`src/rtl/gray_updown_nbits.sv`:
```
// Parametrised N-bit up/down Gray counter with load, wrap/saturate mode, tc and wrap flags.
// Optional sticky Gray-step checker enabled by defining GRAY_STEP_CHECK_EN.
module gray_updown_nbits #(
    parameter int N    = 4,
    parameter int INIT = 0
) (
    input  logic         clk,
    input  logic         rst,
    input  logic         clk_en,
    input  logic         up_dn,
    input  logic         sat_mode,
    input  logic         load,
    input  logic [N-1:0] load_val,
    output logic [N-1:0] gray_out,
    output logic [N-1:0] bin_out,
    output logic         tc,
`ifdef GRAY_STEP_CHECK_EN
    output logic         wrapped,
    output logic         step_err
`else
    output logic         wrapped
`endif
);

    localparam logic [N-1:0] INIT_B = INIT[N-1:0];
    localparam logic [N-1:0] MAX_B  = '1;

    logic [N-1:0] b;
    logic [N-1:0] next_b;
    logic         next_wrap;

    assign bin_out = b;
    assign tc      = (up_dn & (b == MAX_B)) | (~up_dn & (b == '0));

    // Next binary value; gray is always derived from it so both outputs stay in step.
    always_comb begin
        next_b    = b;
        next_wrap = 1'b0;
        if (load) begin
            next_b = load_val;
        end else if (clk_en) begin
            if (tc) begin
                if (!sat_mode) begin
                    next_b    = up_dn ? '0 : MAX_B;
                    next_wrap = 1'b1;
                end
            end else begin
                next_b = up_dn ? (b + N'(1)) : (b - N'(1));
            end
        end
    end

    always_ff @(posedge clk) begin
        if (rst) begin
            b        <= INIT_B;
            gray_out <= INIT_B ^ (INIT_B >> 1);
            wrapped  <= 1'b0;
        end else begin
            b        <= next_b;
            gray_out <= next_b ^ (next_b >> 1);
            wrapped  <= next_wrap;
        end
    end

`ifdef GRAY_STEP_CHECK_EN
    logic [N-1:0] prev_gray;
    logic         prev_skip;
    logic [N-1:0] gray_diff;
    logic         multi_bit;

    assign gray_diff = gray_out ^ prev_gray;
    assign multi_bit = |(gray_diff & (gray_diff - N'(1)));

    // prev_skip marks that the edge which produced gray_out was a load or reset.
    always_ff @(posedge clk) begin
        if (rst) begin
            prev_gray <= INIT_B ^ (INIT_B >> 1);
            prev_skip <= 1'b1;
            step_err  <= 1'b0;
        end else begin
            prev_gray <= gray_out;
            prev_skip <= load;
            if (!prev_skip && multi_bit) begin
                step_err <= 1'b1;
            end
        end
    end
`endif

endmodule
```
`config.mk`:
```
export PLATFORM = sky130hd
export DESIGN_NAME = gray_updown_nbits
export DESIGN_NICKNAME = d
export VERILOG_FILES = /design/src/rtl/gray_updown_nbits.sv
export SDC_FILE = /design/constraint.sdc
export NUM_CORES = 1
export LEC_CHECK = 0
export CORE_AREA = 2 2 39 41
export CTS_BUF_LIST = sky130_fd_sc_hd__clkbuf_16
export DETAILED_ROUTE_END_ITERATION = 10
export DIE_AREA = 0 0 41 43
export PLACE_DENSITY = 0.89
export SLEW_MARGIN = 20
export SYNTH_ARGS = -nofsm -noshare
export SYNTH_HDL_FRONTEND = slang
export SYNTH_SLANG_ARGS = --single-unit
```
`constraint.sdc`:
```
create_clock -name clk -period 4.03 [get_ports clk]
set_clock_uncertainty 0.05 [all_clocks]
set_input_delay 0.6045 -clock clk [delete_from_list [all_inputs] [get_ports clk]]
set_output_delay 0.6045 -clock clk [all_outputs]
set_load 0.02 [all_outputs]
```
==> impl_metrics.ini <==
[min_path]
min_path_type = reg -> reg
whs_path_depth = 5
hp-start = gray_out[3]$_SDFF_PP0_

[drt]
drtIter0Drc = 13
antenna_left = 0
first_pass_iters = 4
wirelength_um = 1333
drc = 0
num_vias = 537
drt-vias-per-instance = 5.424
avgRoutedWirePerCell_um = 13.46

[critical_path]
cp.required_ns = 3.38
cpPeakStageDelay_ns = 0.66
critPathLaunchType = input port
r2r_cells = 8
cp_max_fo = 6
worstReg2RegStart = bin_out[0]$_SDFF_PP0_
cp_cell_sequence = clkdlybuf4s50_1 -> and4_4 -> a22o_4 -> clkdlybuf4s50_1
path_class = in -> out
critPathLaunch = up_dn
cpMostUsedCell = clkdlybuf4s50_1
critPathCaptureType = primary output
slowest_stage = clkdlybuf4s50_1
critical_path_arrival_ns = 2.35

[placed_design]
routabilityCongestion = 0.8349
port_buffers = 19
placed_area_um2 = 779.5
dp_hpwl_um = 1012

[sta]
drv_slew = 0
period_needed_ns = 3.000
relSlewSlack_pct = 68.86
rsz0062_at_grt = false
hold_violations = 0
finalSetupViolCount = 0
finalSetupTns_ns = 0
tightest_slew_ns = 0.4657
period_share_pct = 74.44
fmax_mhz = 333.3
holdWs_ns = 0.7622

[cts]
cts_tree = done
cts_buffer_depth = 2
insertion_delay_ns = 0.23
holdBufCountCts = 0
cts.sinks = 8
cts_resized = 0
cts_setup_buffers = 0
htree_levels = 1
cts_buffers = 3
clockRootBuffer = clkbuf_16
clkTransAtPathRegs_ns = 0.03

[outcome]
status = complete, no violations

[floorplan]
die_y_um = 43
die_w_um = 41
core_mm2 = 0.001384
row_count = 14
num_io_pins = 20
start_util_pct = 43.22
dieArea_mm2 = 0.001763

[global_routing]
antenna_found_initial = 0
grt_pass1_wl_um = 2035
grt_max_degree = 11
grt_overflow = 0
grt_usage_pct = 17.09
grt_pass1_vias = 480

[synthesis]
synth_cell_types = 32
yosys_warnings = 0
synth_mux_area_share_pct = 3.347
synth-simple-area-share_pct = 23.43
ys_seq_area_share_pct = 26.78
synthFlopType = dfxtp_1
synth-edff-count = 0
syn_area_per_cell_um2 = 9.201
synthArstFlopShare_pct = 0
synth-seq-cells = 8
syn_inst = 65
synth_xor_area_share_pct = 8.787
syn-cell-area_um2 = 598.1
synth-compound-area-share_pct = 23.43
synth_top_family_by_area = compound AO/OA/AOI/OAI gates
synthAdderAreaFrac_pct = 7.531
synth_nets = 78

[cells_and_area]
nets = 98
antenna_cells = 0
finalInstanceArea_um2 = 854.6
drive_above_1_share_pct = 13.25
syn_to_final_growth_pct = 42.89
layout_commonest_cell = clkdlybuf4s50_1
mostFrequentLayoutCells = clkdlybuf4s50_1 (19), nor2_1 (11), dfxtp_1 (8)

[power_and_ir_drop]
leakage_nw = 0.3409
p_per_area_mw_per_mm2 = 433.1
vdd_drop_max_uv = 333.2

[flow_run]
drv_cap = 0
[flip-flops by register name (all words and copies together) (netlist names)]
name      flops
bin_out       3
wrapped       1
gray_out      4
[cell families (layout without fill, tap and decap cells)]
family | Yosys count | count (layout)
AND/OR/NAND/NOR | 26 | 26
flip-flops | 8 | 8
multiplexers | 2 | 2
XOR/XNOR | 6 | 6
adder cells (fa/ha/maj) | 3 | 3
AO/OA/AOI/OAI | 13 | 13
buffers and inverters | 7 | 25
[report_power, final]
group          internal (mW)  total (mW)  switching [mW]
Sequential            0.0880      0.0967         0.00867
Combinational         0.0541       0.107          0.0526
Clock                  0.128       0.167          0.0388
Total                  0.270       0.370           0.100
[final cells by class]
cell class	count	area, um^2
clock buffer	3	75.07
fill	127	529.3
inverter	3	11.26
multi-input combinational	50	397.9
sequential	8	160.2
tap	16	20.02
timing repair buffer	19	190.2
[metrics by stage]
step                      cells  utilization (%)  worst slack [ns]  power [mW]
after floorplan              65                -             2.030      0.1669
after global placement       96            56.33             1.068      0.2010
after detailed placement     96            56.33             1.042      0.2043
after CTS                    99            61.75             1.032      0.3725
after global routing         99            61.75            0.9854      0.3844
final                        99            61.75             1.030      0.3701
[worst max-delay path, delay by kind of cell]
| family | cells | cell delay [ns] |
|---|---|---|
| AND/OR/NAND/NOR | 1 | 0.31 |
| AO/OA/AOI/OAI | 1 | 0.16 |
| buffers and inverters | 2 | 1.27 |
[final timing paths]
check,slack (ns),to
setup reg to reg,1.84,gray_out[1]$_SDFF_PP0_
hold / removal,0.76,gray_out[3]$_SDFF_PP0_
hold reg to reg,0.76,gray_out[3]$_SDFF_PP0_
setup / recovery,1.03,tc
[synth_stat cells (2+ instances only)]
library cell | n | area [um^2]
dfxtp_1 | 8 | 160.2
a41oi_1 | 2 | 17.52
nand2_1 | 6 | 22.52
ha_1 | 2 | 25.02
mux2i_1 | 2 | 20.02
xnor2_1 | 5 | 43.79
inv_1 | 3 | 11.26
buf_2 | 2 | 10.01
nor2_1 | 11 | 41.29
nor2b_1 | 2 | 12.51
[layer usage]
layer,up-vias,wire (um),track usage (%)
li1,266,-,-
met1,249,584,21.71
met2,19,649,25.62
met3,3,78,6.283
met4,0,21,6.000
met5,-,0,0
(Power assumes the default switching activity.)
